### src/rtl/vme_reg_bank.sv
// VME register bank: N_RW control registers, N_RO status registers with optional
// clear-on-read capture, and error strobes for unmapped or illegal accesses.
module vme_reg_bank #(
   parameter int unsigned ADDR_W = 20,
   parameter int unsigned DATA_W = 32,
   parameter int unsigned N_RW   = 2,
   parameter int unsigned N_RO   = 2,
   parameter logic [N_RW*DATA_W-1:0] RW_RESET = '0,
   parameter logic [63:0]            RO_STICKY = '0
) (
   input  logic                                   Clk,
   input  logic                                   Rst,
   input  logic [ADDR_W-3:0]                      VMEAddr,
   output logic [31:0]                            VMERdData,
   input  logic [31:0]                            VMEWrData,
   input  logic                                   VMERdMem,
   input  logic                                   VMEWrMem,
   output logic                                   VMERdDone,
   output logic                                   VMEWrDone,
   output logic                                   VMERdError,
   output logic                                   VMEWrError,
   output logic [N_RW*DATA_W-1:0]                 ctrl_o,
   output logic [N_RW-1:0]                        ctrl_wr_o,
   input  logic [(N_RO > 0 ? N_RO : 1)*DATA_W-1:0] status_i,
   output logic [(N_RO > 0 ? N_RO : 1)-1:0]        status_rd_o
);

   localparam int unsigned AW    = ADDR_W - 2;
   localparam int unsigned NRO_E = (N_RO > 0) ? N_RO : 1;

   logic              wr_v_q;
   logic [AW-1:0]     wr_addr_q;
   logic [DATA_W-1:0] wr_data_q;
   logic [N_RW-1:0]   wr_sel_c;

   logic                    rd_hit_c;
   logic [NRO_E-1:0]        rd_st_sel_c;
   logic [DATA_W-1:0]       rd_data_c;
   logic [DATA_W-1:0]       st_c;
   logic [DATA_W-1:0]       view_c;
   logic [NRO_E*DATA_W-1:0] cap_q;
   logic [NRO_E*DATA_W-1:0] cap_d;

   // Write bus bits above DATA_W are intentionally dropped.
   logic unused_wr_c;
   assign unused_wr_c = ^VMEWrData;

   // Write decode: only control indices are writable.
   always_comb begin
      wr_sel_c = '0;
      for (int unsigned i = 0; i < N_RW; i++) begin
         if (wr_v_q && (wr_addr_q == AW'(i))) wr_sel_c[i] = 1'b1;
      end
   end

   // Read decode, read mux and sticky capture update.
   always_comb begin
      rd_hit_c    = 1'b0;
      rd_st_sel_c = '0;
      rd_data_c   = '0;
      st_c        = '0;
      view_c      = '0;
      cap_d       = '0;
      for (int unsigned i = 0; i < N_RW; i++) begin
         if (VMEAddr == AW'(i)) begin
            rd_hit_c  = 1'b1;
            rd_data_c = ctrl_o[i*DATA_W +: DATA_W];
         end
      end
      for (int unsigned j = 0; j < N_RO; j++) begin
         st_c   = status_i[j*DATA_W +: DATA_W];
         view_c = RO_STICKY[j] ? (cap_q[j*DATA_W +: DATA_W] | st_c) : st_c;
         if (VMEAddr == AW'(N_RW + j)) begin
            rd_hit_c       = 1'b1;
            rd_data_c      = view_c;
            rd_st_sel_c[j] = VMERdMem;
         end
         // A clearing read still keeps bits that are high in the same cycle.
         if (RO_STICKY[j])
            cap_d[j*DATA_W +: DATA_W] = rd_st_sel_c[j] ? st_c : view_c;
      end
   end

   always_ff @(posedge Clk) begin
      if (Rst) begin
         wr_v_q      <= 1'b0;
         wr_addr_q   <= '0;
         wr_data_q   <= '0;
         ctrl_o      <= RW_RESET;
         ctrl_wr_o   <= '0;
         VMEWrDone   <= 1'b0;
         VMEWrError  <= 1'b0;
         VMERdData   <= '0;
         VMERdDone   <= 1'b0;
         VMERdError  <= 1'b0;
         status_rd_o <= '0;
         cap_q       <= '0;
      end else begin
         wr_v_q <= VMEWrMem;
         if (VMEWrMem) begin
            wr_addr_q <= VMEAddr;
            wr_data_q <= VMEWrData[DATA_W-1:0];
         end
         for (int unsigned i = 0; i < N_RW; i++) begin
            if (wr_sel_c[i]) ctrl_o[i*DATA_W +: DATA_W] <= wr_data_q;
         end
         ctrl_wr_o  <= wr_sel_c;
         VMEWrDone  <= |wr_sel_c;
         VMEWrError <= wr_v_q && !(|wr_sel_c);

         if (VMERdMem) VMERdData <= rd_hit_c ? 32'(rd_data_c) : 32'h0;
         VMERdDone   <= VMERdMem && rd_hit_c;
         VMERdError  <= VMERdMem && !rd_hit_c;
         status_rd_o <= rd_st_sel_c;
         cap_q       <= cap_d;
      end
   end

endmodule

### config.mk
export PLATFORM = sky130hd
export DESIGN_NAME = vme_reg_bank
export DESIGN_NICKNAME = d
export VERILOG_FILES = /design/src/rtl/vme_reg_bank.sv
export SDC_FILE = /design/constraint.sdc
export NUM_CORES = 1
export LEC_CHECK = 0
export ABC_CLOCK_PERIOD_IN_PS = 1600
export CAP_MARGIN = 20
export CORE_MARGIN = 3
export CORE_UTILIZATION = 40
export CTS_CLUSTER_DIAMETER = 30
export DETAILED_ROUTE_END_ITERATION = 8
export HOLD_SLACK_MARGIN = 0.06
export PLACE_DENSITY = 0.83
export SLEW_MARGIN = 5
export SYNTH_ARGS = -nofsm -noshare
export SYNTH_HDL_FRONTEND = slang
export SYNTH_SLANG_ARGS = --single-unit
### constraint.sdc
create_clock -name Clk -period 1.6 [get_ports Clk]
set_input_delay 0.24 -clock Clk [delete_from_list [all_inputs] [get_ports Clk]]
set_output_delay 0.24 -clock Clk [all_outputs]
set_load 0.005 [all_outputs]
# After elaboration in Yosys (flattened, before gate mapping)
# Cells that the tools add are included.
[classes] muxes=11 n_eq_ne=4 n_bitwise=2 reduce_logical=12
[op_table] operator="$mux W32" count=5
[op_table] operator="$eq A18 B1 Y1 const B" count=2
[op_table] operator="$eq A18 B2 Y1 const B" count=2
[op_table] operator="$logic_not A18 Y1" count=2
[op_table] operator="$mux W1" count=6
[op_table] operator="$reduce_or A2 Y1" count=3
[op_table] operator="$logic_and A1 B1 Y1" count=5
[op_table] operator="$logic_not A1 Y1" count=2
[op_table] operator="$not A1 Y1" count=2
[word_totals] word_cells=42 ff_bits=155 input_bits=118 out_inout_bits=104

# Logic depth before layout (Yosys ltp)
[logic_depth] word_depth=7 depth_mapped=6 depth_no_buf=4

# Least setup slack after synthesis
# Ideal clock, no wire load.
[synth_timing] path_kind="input port to flip-flop" startpoint="input port VMEAddr[1]" endpoint="register VMERdData[10]" n_path_buf=2 path_stages=4 required_ps=1483 arrival_time_ps=1385 slack_ps=98 cell_sequence="buf_4 buf_2 mux4_2 a22o_1"
[synth_via] elab_chain_len=6
[synth_rtl] element="start: declaration" line="13" rtl="input logic [ADDR_W-3:0] VMEAddr,"
[synth_rtl] element="$logic_not A18 Y1" line="65" rtl="if (VMEAddr == AW'(i)) begin"
[synth_rtl] element="$mux W32 or $mux W1 (tied branches) (2 in series)" line="65"
[synth_rtl] element="$mux W32 or $mux W1 (tied branches) (2 in series)" line="73" rtl="if (VMEAddr == AW'(N_RW + j)) begin"
[synth_rtl] element="$mux W32 *" line="111" rtl="if (VMERdMem) VMERdData <= rd_hit_c ? 32'(rd_data_c) : 32'h0;"
[synth_rtl] element="end signal: assignment" line="111"
[synth_rtl] element="end: declaration" line="14" rtl="output logic [31:0] VMERdData,"
# Every way passes the cells marked *; elsewhere a longest branch is shown, timed or not.
# A chain may end at the register's enable or synchronous reset.

# Worst setup path in the final report
[layout_timing] startpoint="register ctrl_o[1]" endpoint="output port ctrl_o[1]"
[layout_lines] element="start: declaration" line="22" rtl="output logic [N_RW*DATA_W-1:0] ctrl_o,"
[layout_lines] element="start signal: indexed assignment" line="105" rtl="if (wr_sel_c[i]) ctrl_o[i*DATA_W +: DATA_W] <= wr_data_q;"
# No word-level cell between the ends.

==> impl_metrics.toml <==
[status]
status = "complete, no violations"

[place]
place_inst = 999
place_ws_ns = -0.5233
io_buffers = 221
dp_hpwl_um = 13700
place_congestion = 0.7833

[setup_path]
worstSetupEndpoint = "ctrl_o[1]"
slowest_stage = "clkdlybuf4s50_1"
crit_path_start_kind = "flip-flop"
crit_chain = "clkdlybuf4s50_1"
worstPathArrival_ns = 1.32
reg2reg_from = "wr_addr_q[17]"
endpoint_kind = "primary output"
cp_top_family = "buffers and inverters"
worstSetupPathType = "flip-flop to primary output"
critPathLaunch = "ctrl_o[1]"
r2r-end = "ctrl_o[20]"
reg2reg_depth = 5
cp_num_buf_inv = 1
critical_path_depth = 1
rrSetupSlack_ns = 0.06
required_ns = 1.36
slowest_delay_ns = 0.53
critPathMaxFanout = 3

[global_route]
grt_start_max_net_pins = 56
grt-ovfl-total = 0
grt.total_usage_pct = 22.63
grt_use_met2_pct = 38.29
top_usage_layer = "met2"
grt_pass1_vias = 5806
use_met1_pct = 28.21
antenna_found_initial = 0
grt_pass1_wl_um = 31640
use_met3_pct = 6.046

[timing]
slew_headroom_pct = 42.86
skew_ns = 0.01118
setup_viol = 0
hold_viol = 0
fin_crit_sh_pct = 97.44
fin_ws_ns = 0.04088
fmax_mhz = 641.4
finalMaxSlewViolations = 0
worst_pin_slew_ns = 0.8551
holdWs_ns = 0.1317
grt_setup_unrepaired = "yes"
min_period_ns = 1.559

[routing]
final_antenna_net_count = 0
vias = 5763
wire_per_inst_um = 19.49
first_iter_violations = 423
drc = 0
vias_per_cell = 5.574
wirelength_um = 20150
drt_pass1_iterations = 5

[cells_and_area]
area_growth_pct = 50.40
antenna_cells = 0
final_util_pct = 62.32
drive_gt1_share_pct = 15.43
final_nets = 928
finalNonFillerCells = 1034

[clock_network]
htree_levels = 4
clockBufferDepth = 2
clockRootBuffer = "clkbuf_16"
cts-buffers-inserted = 17
worstSkewPairLatency_ns = 0.43
cts.sinks = 155
clkTransAtPathRegs_ns = 0.06
cts_tree = "built"

[synth]
yosysTopAreaCellShare_pct = 48.54
synth.area.top_cells = "dfxtp_1 49%, mux4_2 11%, mux2i_1 7.8%, nand4_1 6.4%, a21oi_1 5.1%"
yosysMostFrequentCell = "dfxtp_1"
yosysWarnings = 0
ys_seq_area_share_pct = 48.54
synthDistinctLibCells = 27
netlist_instances = 608
yosysTopAreaCell = "dfxtp_1"
ys_ff_latch = 155
synthArstFlopShare_pct = 0
synthTopCellsByCount = "155 x dfxtp_1, 65 x a21oi_1, 65 x nand4_1"
syn_area_sq_um = 6392
avgSynthCellArea_sq_um = 10.51
synth_flop_cell = "dfxtp_1"
synth_edf_count = 0
syn-num-nets = 726

[worst_hold_path]
min_path_cells = 3
hp-class = "primary input to flip-flop"

[floorplanning]
die_h_um = 132.4
die_area_sq_um = 17530
die_w_um = 132.4
num_rows = 45
io_pins = 222
start_util_pct = 41.44
core_region_area_sq_um = 15430

[power_and_ir_drop]
combPwrFrac_pct = 11.2
intPower_mw = 6.915
power_switching_mw = 2.190
power_density_nw_per_um2 = 947.0
pwr-share-seq_pct = 44.1
power_mw = 9.105
leakagePower_nw = 3.633
irDropWorstVdd_v = 0.0007222
p_clk_share_pct = 44.8
switching_share_pct = 24.05

[flow_run]
cap_violations = 0
-- what timing repair did --
item | CTS | global route
pin swaps | 6 | 10
cloned | 2 | 1
gates resized for setup | 13 | 42
setup buffers | 1 | 0
hold buffers | 0 | 0
endpoints found under the setup margin | 37 | 93
-- through the flow --
stage | setup TNS, ns | area (sq um)
2_1_floorplan | 0 | 6392
3_3_place_gp | -17.07 | 8837
3_5_place_dp | -17.04 | 8837
4_1_cts | 0 | 9545
5_1_grt | -0.3854 | 9614
6_report | 0 | 9614
-- cells in the final DEF, fill, tap and decap left out, types with 6 or more instances in the layout --
| cell type | instances |
|---|---|
| dlygate4sd2_1 | 7 |
| dfxtp_2 | 17 |
| clkbuf_16 | 18 |
| a21oi_1 | 65 |
| nor2_1 | 53 |
| dfxtp_1 | 138 |
| mux4_2 | 32 |
| a22o_1 | 32 |
| o21ai_0 | 52 |
| buf_12 | 12 |
| o21ai_1 | 12 |
| clkinv_4 | 6 |
| dlymetal6s2s_1 | 9 |
| buf_4 | 17 |
| nand4_1 | 65 |
| clkdlybuf4s50_1 | 201 |
| mux2i_1 | 50 |
-- tightest hold or removal path, delay by kind of cell --
| family | cells | cell delay [ns] |
|---|---|---|
| buffers and inverters | 1 | 0.12 |
| muxes | 1 | 0.09 |
| and+or+nand+nor | 1 | 0.07 |
-- cell type report --
type                            count  area (sq um)
Sequential cell                   155          3124
Timing Repair Buffer              251          2633
Clock inverter                     12         138.9
Multi-Input combinational cell    384          2984
Clock buffer                       20         466.7
Inverter                            1         3.754
Tap cell                          211         264.0
Fill cell                        1266          5813
-- flip-flops by register name, indices dropped and copies added (netlist names), 2 cells and up --
| signal | flops |
|---|---|
| VMERdData | 32 |
| ctrl_o | 64 |
| ctrl_wr_o | 2 |
| wr_addr_q | 18 |
| status_rd_o | 2 |
| wr_data_q | 32 |
-- power by group through the flow --
| stage | Combinational [mW] | Sequential [mW] | Clock [mW] |
|---|---|---|---|
| after global placement | 0.953 | 4.08 | 0 |
| after detailed placement | 0.971 | 4.09 | 0 |
| after floorplan | 0.515 | 4.07 | 0 |
| after CTS | 0.974 | 4.00 | 4.13 |
| final | 1.02 | 4.01 | 4.08 |
| after global routing | 1.09 | 4.02 | 4.29 |
-- kinds of logic after synthesis --
| family | count (synthesis) | synth area share (%) |
|---|---|---|
| AOI/OAI and AO/OA | 161 | 14.48 |
| muxes | 82 | 19.10 |
| and+or+nand+nor | 141 | 12.04 |
| buffers and inverters | 69 | 5.833 |
| DFF | 155 | 48.54 |
-- layer usage --
layer,wire length [um],up-vias,part of all wire (%)
met3,1372,31,6.8
met1,8315,2815,41
met4,348,0,1.7
met5,0,-,0
met2,10110,217,50
li1,-,2700,-
-- worst min path at each step --
stage | to | slack [ns] | startpoint
5_1_grt | wr_addr_q[9] | 0.18 | VMEAddr[9]
3_3_place_gp | VMEWrError | 0.43 | wr_v_q
3_5_place_dp | VMEWrError | 0.44 | wr_v_q
2_1_floorplan | wr_addr_q[8] | 0.39 | VMEAddr[8]
6_report | wr_addr_q[10] | 0.13 | VMEAddr[10]
4_1_cts | wr_addr_q[4] | 0.20 | VMEAddr[4]
No activity file was read; power rests on OpenSTA's default activity.
